File: config.mk
export PLATFORM = sky130hd
export DESIGN_NAME = uop_sequencer
export DESIGN_NICKNAME = d
export VERILOG_FILES = /design/src/rtl/uop_pkg.sv /design/src/rtl/uop_sequencer.sv
export SDC_FILE = /design/constraint.sdc
export NUM_CORES = 1
export LEC_CHECK = 0
export BUFFER_PORTS_ARGS = -buffer_cell sky130_fd_sc_hd__buf_4
export CAP_MARGIN = 10
export CORE_MARGIN = 5
export CORE_UTILIZATION = 41
export CTS_CLUSTER_DIAMETER = 30
export DETAILED_ROUTE_END_ITERATION = 8
export GPL_TIMING_DRIVEN = 0
export PLACE_DENSITY = 0.8
export SLEW_MARGIN = 20
export SYNTH_ARGS = -nofsm -noshare
export SYNTH_HDL_FRONTEND = slang
export SYNTH_SLANG_ARGS = --single-unit
File: constraint.sdc
create_clock -name clk -period 2.08 [get_ports clk]
set_input_delay 0.52 -clock clk [delete_from_list [all_inputs] [get_ports clk]]
set_output_delay 0.52 -clock clk [all_outputs]
set_load 0.01 [all_outputs]
File: src/rtl/uop_pkg.sv
// Shared definitions for the uop sequencer: uop word fields, widths and state encoding.
package uop_pkg;

  localparam int unsigned UOP_END_BIT = 23;
  localparam int unsigned UOP_OP_HI   = 31;
  localparam int unsigned UOP_OP_LO   = 24;
  localparam int unsigned UOP_PC_W    = 12;
  localparam int unsigned REG_IDX_W   = 7;

  // Sequencer state encoding, kept numerically identical to the legacy design.
  localparam logic [0:0] ST_IDLE = 1'b0;
  localparam logic [0:0] ST_SEQ  = 1'b1;

  // Returns the END flag of a uop word.
  function automatic logic uopIsEnd(input logic [31:0] word);
    return word[UOP_END_BIT];
  endfunction

endpackage

File: src/rtl/uop_sequencer.sv
// Uop sequencer: registers single-uop instructions through to execute and walks
// multi-uop programs out of the external uop ROM, holding decode meanwhile.
module uop_sequencer
  import uop_pkg::*;
#(
  parameter int unsigned MAX_UOPS = 16
) (
  input  logic                 clk,
  input  logic                 reset,
  input  logic                 idValid,
  input  logic                 idUseSeq,
  input  logic [UOP_PC_W-1:0]  idUopPc,
  input  logic [31:0]          idUopWord,
  input  logic [REG_IDX_W-1:0] idRegD,
  input  logic [REG_IDX_W-1:0] idRegS,
  input  logic [REG_IDX_W-1:0] idRegT,
  input  logic [31:0]          idImm,
  input  logic [1:0]           idStepPc,
  input  logic                 exHold,
  input  logic                 exFlush,
  input  logic [31:0]          romData,
  output logic [UOP_PC_W-1:0]  romAddr,
  output logic                 sqHoldDec,
  output logic                 sqValid,
  output logic [31:0]          sqUopWord,
  output logic [UOP_PC_W-1:0]  sqUopPc,
  output logic [REG_IDX_W-1:0] sqRegD,
  output logic [REG_IDX_W-1:0] sqRegS,
  output logic [REG_IDX_W-1:0] sqRegT,
  output logic [31:0]          sqImm,
  output logic [1:0]           sqStepPc,
  output logic                 sqBusy,
  output logic                 sqFault
);

  localparam int unsigned CNT_W = $clog2(MAX_UOPS + 1);

  logic [0:0]       state;
  logic [CNT_W-1:0] cnt;
  logic [1:0]       stepStored;
  logic             overrun;
  logic             seqLast;
  logic [31:0]      seqWord;

  // Decide whether the uop now on romData ends the sequence, forcing END on overrun.
  always_comb begin
    overrun = (CNT_W'(cnt + 1'b1) == CNT_W'(MAX_UOPS));
    seqLast = uopIsEnd(romData) | overrun;
    seqWord = romData;
    if (overrun) seqWord[UOP_END_BIT] = 1'b1;
  end

  assign sqBusy    = (state == ST_SEQ);
  assign sqHoldDec = (state == ST_SEQ) | exHold;

  // Sequencer state and output registers; reset > flush > hold > normal.
  always_ff @(posedge clk) begin
    if (reset) begin
      state      <= ST_IDLE;
      cnt        <= '0;
      stepStored <= '0;
      romAddr    <= '0;
      sqValid    <= 1'b0;
      sqUopWord  <= '0;
      sqUopPc    <= '0;
      sqRegD     <= '0;
      sqRegS     <= '0;
      sqRegT     <= '0;
      sqImm      <= '0;
      sqStepPc   <= '0;
      sqFault    <= 1'b0;
    end else if (exFlush) begin
      state   <= ST_IDLE;
      cnt     <= '0;
      sqValid <= 1'b0;
      sqFault <= 1'b0;
    end else if (!exHold) begin
      sqFault <= 1'b0;
      case (state)
        ST_IDLE: begin
          if (idValid) begin
            sqValid    <= 1'b1;
            sqUopWord  <= idUopWord;
            sqRegD     <= idRegD;
            sqRegS     <= idRegS;
            sqRegT     <= idRegT;
            sqImm      <= idImm;
            stepStored <= idStepPc;
            if (idUseSeq && !uopIsEnd(idUopWord)) begin
              sqUopPc  <= idUopPc;
              sqStepPc <= '0;
              cnt      <= CNT_W'(1);
              romAddr  <= idUopPc + 1'b1;
              state    <= ST_SEQ;
            end else begin
              sqUopPc  <= '0;
              sqStepPc <= idStepPc;
            end
          end else begin
            sqValid <= 1'b0;
          end
        end
        ST_SEQ: begin
          sqValid <= 1'b1;
          sqUopPc <= romAddr;
          if (seqLast) begin
            sqUopWord <= seqWord;
            sqStepPc  <= stepStored;
            sqFault   <= overrun & ~uopIsEnd(romData);
            cnt       <= '0;
            state     <= ST_IDLE;
          end else begin
            sqUopWord <= romData;
            sqStepPc  <= '0;
            cnt       <= CNT_W'(cnt + 1'b1);
            romAddr   <= romAddr + 1'b1;
          end
        end
        default: state <= ST_IDLE;
      endcase
    end
  end

endmodule

==> results of run 1 <==
-- state kept, by name, summed over array words and instances, names as in the netlist --
register and cells:
cnt 5, romAddr 12, sqBusy 1, sqFault 1
sqImm 32, sqRegD 7, sqRegS 7, sqRegT 7
sqStepPc 2, sqUopPc 12, sqUopWord 32, sqValid 1
stepStored 2
-- repair_timing --
action                                  CTS  global route
buffers inserted                          0            12
endpoints found under the setup margin   13            12
resized for setup                        13             8
pin swaps                                 5             7
gates cloned                              0             0
hold buffers                              0             0
hold endpoints to repair                  0             0
-- layout by cell type, fill, tap and decap left out, drive strengths merged, types with 4 or more instances in the layout --
cell    instances
a211oi         33
a21oi          69
a22oi          13
buf           283
bufinv          5
clkbuf         49
dfxtp         121
mux2           10
mux2i          38
nand2         123
nand3          12
nand3b          4
nor2           65
o21ai           9
xor2            7
-- routing by layer --
metal,track usage [%],up-vias
met2,39.7,248
met4,9.21,0
met5,0,-
li1,-,2615
met1,25.1,2508
met3,9.04,40
-- worst max path at each step --
stage,to,slack (ns),depth (start not counted)
5_1_grt,romAddr[6]$_SDFFE_PP0P_,-0.08,10
3_5_place_dp,sqRegT[2]$_SDFFE_PP0P_,-0.35,5
3_3_place_gp,sqRegS[6]$_SDFFE_PP0P_,-0.36,6
4_1_cts,romAddr[8]$_SDFFE_PP0P_,-0.0002,10
6_report,romAddr[6]$_SDFFE_PP0P_,0.009,10
2_1_floorplan,romAddr[8]$_SDFFE_PP0P_,0.04,10
-- final cells by class --
type	instances	area share [%]
buffer	44	2.80
clock buffer	25	6.35
clock inverter	7	2.01
inverter	3	0.142
multi-input combinational	422	30.9
sequential	121	30.5
tap	147	2.31
timing repair buffer	263	25.0
-- worst min-delay path, cell delays in order --
cell and delay (ns):
buf_4 0.11, nand2_1 0.04, a21oi_1 0.05
-- synthesized netlist by cell type (2+ instances only) --
library cell	number	share of area [%]
a211oi_1	33	4.9
a21o_1	2	0.30
a21oi_1	69	6.8
a22oi_1	13	1.9
a311oi_1	2	0.35
a31oi_1	2	0.25
a32oi_1	3	0.52
buf_1	10	0.74
buf_2	7	0.69
buf_4	5	0.74
clkbuf_1	22	1.6
dfxtp_1	121	48
ha_1	2	0.50
inv_1	3	0.22
mux2_2	10	2.2
mux2i_1	38	7.5
nand2_1	123	9.2
nand3_1	12	1.2
nand3b_1	4	0.60
nand4_1	3	0.37
nand4b_1	3	0.52
nor2_1	63	4.7
nor2_2	2	0.25
nor3_1	3	0.30
o21ai_0	9	0.89
or2_2	2	0.25
or3_1	3	0.37
xor2_1	7	1.2
-- cell families (layout without fill, tap and decap cells) --
family	Yosys count	in the layout	share of synthesized area [%]
xor gates and xnor gates	8	8	1.39
buffers and inverters	47	342	4.04
adders and majority gates	2	2	0.496
muxes	48	48	9.77
DFF	121	121	48.0
AOI/OAI and AO/OA	137	137	17.1
and+or+nand+nor	227	227	19.2
-- through the flow --
step | cells | area, µm² | hold slack [ns]
after global routing | 1032 | 7960 | 0.338
after detailed placement | 988 | 7120 | 0.446
after floorplan | 590 | 5050 | 0.437
final | 1032 | 7960 | 0.353
after global placement | 988 | 7120 | 0.442
after CTS | 1020 | 7830 | 0.336
-- report_power, final --
part | switching [mW] | leakage (nW) | internal, mW
Combinational | 0.338 | 2.09 | 0.371
Sequential | 0.0423 | 0.984 | 2.40
Clock | 1.02 | 0.327 | 2.28
Total | 1.40 | 3.40 | 5.05
==> results.yml, run 1 <==
sta:
  worstMarginPinSlew_ns: 0.697
  final.setup.worst_slack_ns: 0.00916
  setup_tns_ns: 0
  hold_violations: 0
  fmax_ghz: 0.483
  rsz0062_at_grt: "true"
  fin_crit_ns: 2.07
  drv_slew: 0
  period_share_pct: 99.6
  setup_viol: 0
  fin_worst_skew_ns: 0.00766
  slew_headroom_pct: 53.5
detailed_routing:
  drc: 0
  drt-met1-wl_um: 6490
  ant_nets: 0
  wl_um: 17700
  route.vias.total: 5411
  met3_length_um: 1880
  drt-pass1-iter-count: 5
  dr.first_iter.drc_count: 345
  routed-wl-met2_um: 8890
  via_per_inst: 5.24
  highest_layer: "met4"
  wl_per_cell_um: 17.1
floorplanning:
  start_util_pct: 42.0
  ios: 252
  fp-row-count: 40
  die_w_um: 121
  dieArea_mm2: 0.0146
  dieHeight_um: 121
  coreArea_mm2: 0.0120
finish:
  final-seq-area_mm2: 0.00243
  diodes: 0
  fin_util_pct: 66.2
  drive_above_1_share_pct: 37.2
  syn2layout_area_growth_pct: 57.8
  fill_cells: 1016
  multiInputGateArea_mm2: 0.00246
  fin_nets: 1011
critical_path:
  crit_family: "buffers and inverters"
  critPathKind: "register to register"
  critPathMaxFanout: 7
  crit_chain: "buf_8 -> buf_8 -> buf_8 -> mux2_4 -> ha_4 -> nand4_1 -> a21oi_4 -> nand2_2 -> xnor2_2 -> o21ai_1"
  r2r_setup_slack_ns: 0.009
  crit_arrival_ns: 2.35
  crit_path_end_kind: "register"
  start_kind: "register"
  setup.worst_path.start: "sqBusy$_SDFFE_PP0N_"
  r2r-end: "romAddr[6]$_SDFFE_PP0P_"
  crit_top_cell: "buf_8"
  crit_required_ns: 2.36
  path_buf_inv: 3
  cp_slowest_stage_delay_ns: 0.37
  slowest_stage: "dfxtp_4"
  r2r_start: "sqBusy$_SDFFE_PP0N_"
  r2r_cells: 10
cts:
  htree_levels: 4
  clk_path_buf_depth: 2
  cts_tree: "built"
  path_clk_slew_ns: 0.06
  numCtsBuffers: 17
  root_buffer: "clkbuf_16"
  clock_sinks: 121
  clk_latency_ns: 0.41
pwr:
  power.leakage_nw: 3.40
  power_mw: 6.45
  peakVddDrop_uv: 552
  power_density_mw_per_mm2: 811
grt:
  grt_first_pass_wirelength_um: 26300
  grt.overflow.total: 0
  grt_use_total_pct: 23.0
  grt_max_degree: 17
  grt_pass1_vias: 5213
  antenna_found_initial: 0
synthesis:
  ys_types: 42
  synth_edf_count: 0
  async_reset_ff_share_pct: 0
  ys_seq_area_share_pct: 48.0
  synth-seq-cells: 121
  synthFlopType: "dfxtp_1"
  synth.avg_cell_area_um2: 8.55
  synthCells: 590
  syn_nets: 729
  netlist_area_mm2: 0.00504
  ys_warn_count: 0
min_path:
  hold_path.class: "primary input to register"
  hold_path_end: "sqImm[17]$_SDFFE_PP0P_"
  hp-start: "idImm[17]"
  holdPathStages: 3
flow_run:
  maxCapViolCount: 0
placement:
  place_ws_ns: -0.349
  io_buffers: 251
  place_congestion: 0.865
  hpwl_um: 13000
status:
  status: "completed"
No activity file was read; power rests on OpenSTA's default activity.
==> inputs of run 2 (changes only) <==
Settings changed: CORE_MARGIN 5 to default.
==> run 2 against run 1 <==
Against the previous run: via count down 2.4%; sequential share of layout area up 0.75 points; maximum frequency up 3.5%; worst setup slack better by 0.069 ns; first-iteration DRC count up 1.2%; register-to-register slack better by 0.07 ns; utilization down 1.6 points; final area down 2.4%; largest cell class unchanged.
==> results.yml, run 2 (same netlist as run 1, synthesis figures left out) <==
pwr:
  peakVddDrop_uv: 703
  swShare_pct: 22.7
  p_int_mw: 4.69
  p_sw_mw: 1.38
  p_comb_share_pct: 11.4
  power_frac_clock_pct: 48.4
  power_density_mw_per_mm2: 781
  p_seq_share_pct: 40.2
  power.leakage_nw: 3.30
sta:
  fmax_ghz: 0.500
  drv_slew: 0
  setup_tns_ns: 0
  worstMarginPinSlew_ns: 0.623
  fin_crit_ns: 2.00
  period_share_pct: 96.2
  setup_viol: 0
  slew_headroom_pct: 58.5
  fin_worst_skew_ns: 0.00804
  final.setup.worst_slack_ns: 0.0784
  hold_violations: 0
finish:
  fin_nets: 998
  final_common_cell: "buf_4"
  diodes: 0
  reg_top3: "sqImm: 32 flops, sqUopWord: 32 flops"
  final_cell_mix: "254 x buf_4, 122 x nand2_1, 120 x dfxtp_1, 68 x a21oi_1, 63 x nor2_1"
  syn2layout_area_growth_pct: 54.0
  fill_cells: 1018
  fin_util_pct: 64.6
  drive_above_1_share_pct: 36.5
  multiInputGateArea_mm2: 0.00246
  final-seq-area_mm2: 0.00243
placement:
  place_congestion: 0.895
  hpwl_um: 11900
  place_ws_ns: -0.357
  io_buffers: 251
critical_path:
  critPathKind: "register to register"
  critPathMaxFanout: 19
  slowest_stage: "dfxtp_4"
  crit_path_end_kind: "register"
  crit_required_ns: 2.37
  start_kind: "register"
  r2r_setup_slack_ns: 0.08
  cp_slowest_stage_delay_ns: 0.38
  crit_arrival_ns: 2.29
  crit_chain: "buf_12 -> buf_8 -> mux2_2 -> ha_2 -> nand4b_1 -> a21oi_4 -> nand2_2 -> xnor2_2 -> o21ai_1"
flow_run:
  maxCapViolCount: 0
cts:
  cts_tree: "built"
  path_clk_slew_ns: 0.06
  clk_latency_ns: 0.42
  cts_setup_buffers: 0
  root_buffer: "clkbuf_16"
  ctsHoldBuffers: 0
  clk_path_buf_depth: 2
  numCtsBuffers: 17
  clock_sinks: 121
  htree_levels: 4
detailed_routing:
  drt-pass1-iter-count: 5
  wl_um: 16100
  route.vias.total: 5281
  dr.first_iter.drc_count: 349
  wl_per_cell_um: 15.9
  drc: 0
  via_per_inst: 5.19
  ant_nets: 0
grt:
  grt_use_total_pct: 24.9
  grt.overflow.total: 0
  grt_max_degree: 20
  grt_pass1_vias: 4906
  antenna_found_initial: 0
  grt_first_pass_wirelength_um: 24300
floorplanning:
  ios: 252
  start_util_pct: 42.0
  dieHeight_um: 113
  fp-row-count: 40
  coreArea_mm2: 0.0120
  die_w_um: 113
  dieArea_mm2: 0.0127
status:
  status: "completed"
min_path:
  hold_path.class: "primary input to register"
[run 2: changes by cell type in the layout (fill, tap and decap cells not counted), sizes merged]
cell and change:
buf -15, clkbuf -1, bufinv -2, clkinv +3
clkinvlp +1
[run 2: path summary, 6_finish.rpt]
| check | startpoint | endpoint | cells past startpoint |
|---|---|---|---|
| max | sqBusy$_SDFFE_PP0N_ | romAddr[6]$_SDFFE_PP0P_ | 9 |
| min | idImm[8] | sqImm[8]$_SDFFE_PP0P_ | 3 |
| max reg2reg | sqBusy$_SDFFE_PP0N_ | romAddr[6]$_SDFFE_PP0P_ | 9 |
| min reg2reg | sqImm[9]$_SDFFE_PP0P_ | sqImm[9]$_SDFFE_PP0P_ | 2 |
[run 2: power groups by stage]
stage / Sequential, mW / Combinational [mW] / Clock, mW
final: 2.44 / 0.689 / 2.94
after global routing: 2.45 / 0.746 / 3.08
after CTS: 2.44 / 0.684 / 2.96
after detailed placement: 2.49 / 0.680 / 0
after global placement: 2.48 / 0.671 / 0
after floorplan: 2.52 / 0.242 / 0
[run 2: what timing repair did]
action,in CTS,in global routing
resized for setup,5,19
endpoints found under the setup margin,7,62
pin swaps,0,4
[run 2: metal layers]
layer  part of all wire [%]  routed length (µm)  up-vias  global-route usage [%]
li1                       -                   -     2580                       -
met2                     50                8040      236                    41.6
met1                     39                6370     2433                    28.6
met4                    2.6                 421        0                    12.6
met5                      0                   0        -                       0
met3                    8.1                1310       32                    7.93
[run 2: metrics by stage]
| step | area [µm²] | hold WS (ns) | cells | power (mW) |
|---|---|---|---|---|
| after floorplan | 5050 | 0.437 | 590 | 2.76 |
| after global placement | 7120 | 0.442 | 988 | 3.16 |
| after detailed placement | 7120 | 0.447 | 988 | 3.17 |
| after CTS | 7710 | 0.332 | 1018 | 6.09 |
| after global routing | 7760 | 0.334 | 1018 | 6.28 |
| final | 7760 | 0.347 | 1018 | 6.06 |
[run 2: area by class of cell]
| class | count | area share [%] |
|---|---|---|
| tap | 147 | 2.37 |
| buffer | 43 | 2.79 |
| inverter | 3 | 0.145 |
| multi-input combinational | 422 | 31.6 |
| timing repair buffer | 251 | 24.3 |
| clock inverter | 9 | 1.58 |
| clock buffer | 22 | 5.98 |
| sequential | 121 | 31.2 |
[run 2: worst max-delay path, delay by kind of cell, from the launching register on]
family          cells  cell delay (ns)
flops               1             0.38
compound gates      2             0.31
buf+inv             2             0.30
simple gates        2             0.26
mux                 1             0.24
fa+ha+maj           1             0.20
xor+xnor            1             0.17
==> inputs of run 3 (changes only) <==
Settings changed: RECOVER_POWER from default to 50.
==> run 3 against run 2 <==
Against the previous run: routed wire length is essentially flat; power shrank 1.0%; register-to-register slack is essentially flat; largest power group unchanged; critical path type unchanged; die area is the same; global-route usage is the same.
==> results.yml, run 3 (same netlist as run 1, synthesis figures left out) <==
status:
  status: "completed"
detailed_routing:
  via_per_inst: 5.18
  drc: 0
  wl_um: 16200
  ant_nets: 0
  route.vias.total: 5275
  dr.first_iter.drc_count: 359
  drt-pass1-iter-count: 5
  wl_per_cell_um: 15.9
pwr:
  swShare_pct: 22.8
  power_frac_clock_pct: 48.8
  p_int_mw: 4.63
  peakVddDrop_uv: 689
  power_density_mw_per_mm2: 816
  p_seq_share_pct: 40.6
  p_sw_mw: 1.37
  power.leakage_nw: 2.84
  p_comb_share_pct: 10.5
floorplanning:
  coreArea_mm2: 0.0120
  dieArea_mm2: 0.0127
  fp-row-count: 40
  ios: 252
  die_w_um: 113
  dieHeight_um: 113
  start_util_pct: 42.0
critical_path:
  crit_chain: "buf_12 -> buf_8 -> mux2_2 -> ha_2 -> nand4b_1 -> a21oi_4 -> nand3_1 -> xor2_1 -> o21ai_1"
  crit_arrival_ns: 2.30
  path_buf_inv: 2
  critPathKind: "register to register"
  crit_family: "flip-flops"
  crit_path_end_kind: "register"
  slowest_stage: "dfxtp_4"
  cp_slowest_stage_delay_ns: 0.38
  critPathMaxFanout: 19
  setup.worst_path.start: "sqBusy$_SDFFE_PP0N_"
  r2r_start: "sqBusy$_SDFFE_PP0N_"
  crit_required_ns: 2.36
  start_kind: "register"
cts:
  root_buffer: "clkbuf_16"
  htree_levels: 4
  numCtsBuffers: 17
  path_clk_slew_ns: 0.06
  ctsHoldBuffers: 0
  clk_latency_ns: 0.42
  clock_sinks: 121
  clk_path_buf_depth: 2
  cts_tree: "built"
sta:
  final.setup.worst_slack_ns: 0.0643
  drv_slew: 0
  fin_crit_ns: 2.02
  worstMarginPinSlew_ns: 0.634
  hold_violations: 0
  setup_tns_ns: 0
  period_share_pct: 96.9
  setup_viol: 0
  fin_worst_skew_ns: 0.00873
  slew_headroom_pct: 57.7
  fmax_ghz: 0.496
grt:
  grt_pass1_vias: 4906
  grt_use_total_pct: 24.9
  grt_max_degree: 20
  grt_first_pass_wirelength_um: 24300
  grt.overflow.total: 0
  antenna_found_initial: 0
finish:
  final_cell_mix: "145 x buf_4, 132 x clkbuf_1, 122 x nand2_1, 120 x dfxtp_1, 68 x a21oi_1"
  fin_nets: 998
  fin_cells: 1018
  final_common_cell: "buf_4"
  fill_cells: 1143
  fin_util_pct: 61.2
  reg_top3: "sqImm: 32 flops, sqUopWord: 32 flops"
  diodes: 0
  drive_above_1_share_pct: 24.0
  syn2layout_area_growth_pct: 45.8
  fin_area_mm2: 0.00736
placement:
  place_congestion: 0.895
  hpwl_um: 11900
  dp.cells: 988
  dpl-instance-area_mm2: 0.00712
  io_buffers: 251
  place_ws_ns: -0.357
min_path:
  hp-start: "idImm[8]"
  hold_path.class: "primary input to register"
flow_run:
  maxCapViolCount: 0
-- run 3: power groups by stage --
stage / Clock (mW) / Combinational (mW) / Sequential [mW]
after floorplan: 0 / 0.242 / 2.52
after global placement: 0 / 0.671 / 2.48
after detailed placement: 0 / 0.680 / 2.49
after CTS: 2.96 / 0.684 / 2.44
after global routing: 3.08 / 0.689 / 2.44
final: 2.93 / 0.632 / 2.44
-- run 3: repair_timing --
| action | 4_1_cts | 5_1_grt |
|---|---|---|
| gates cloned | 0 | 0 |
| setup endpoints to repair | 7 | 62 |
| setup buffers | 0 | 0 |
| pin swaps | 0 | 4 |
| gates resized for setup | 5 | 19 |
-- run 3: worst paths after layout --
path                                              endpoint  slack, ns  depth (start not counted)
worst max register to register     romAddr[8]$_SDFFE_PP0P_       0.06                          9
worst min-delay path                 sqImm[8]$_SDFFE_PP0P_       0.35                          3
worst max-delay path               romAddr[8]$_SDFFE_PP0P_       0.06                          9
worst min register to register  sqUopWord[23]$_SDFFE_PP0P_       0.45                          2
-- run 3: layout make-up --
type	instances	area, µm²	area share [%]
buffer	43	216	2.94
inverter	3	11.3	0.153
sequential	121	2430	33.0
tap	147	184	2.50
multi-input combinational	422	2460	33.4
clock inverter	9	123	1.67
clock buffer	22	464	6.31
timing repair buffer	251	1480	20.1
-- run 3: tightest hold or removal path, stage by stage --
cell and delay, ns:
buf_4 0.11, nand2_1 0.04, a21oi_1 0.05
-- run 3: metal layers --
metal | GRT usage (%) | wire length (µm) | vias up | share of wire [%]
met5 | 0 | 0 | - | 0
met4 | 12.6 | 385 | 0 | 2.4
met3 | 7.93 | 1220 | 29 | 7.6
met2 | 41.6 | 8000 | 219 | 50
met1 | 28.6 | 6550 | 2446 | 41
li1 | - | - | 2581 | -
-- run 3: stage by stage --
stage	hold WS, ns	power [mW]
6_report	0.348	6.00
3_5_place_dp	0.447	3.17
3_3_place_gp	0.442	3.16
2_1_floorplan	0.437	2.76
4_1_cts	0.332	6.09
5_1_grt	0.334	6.22
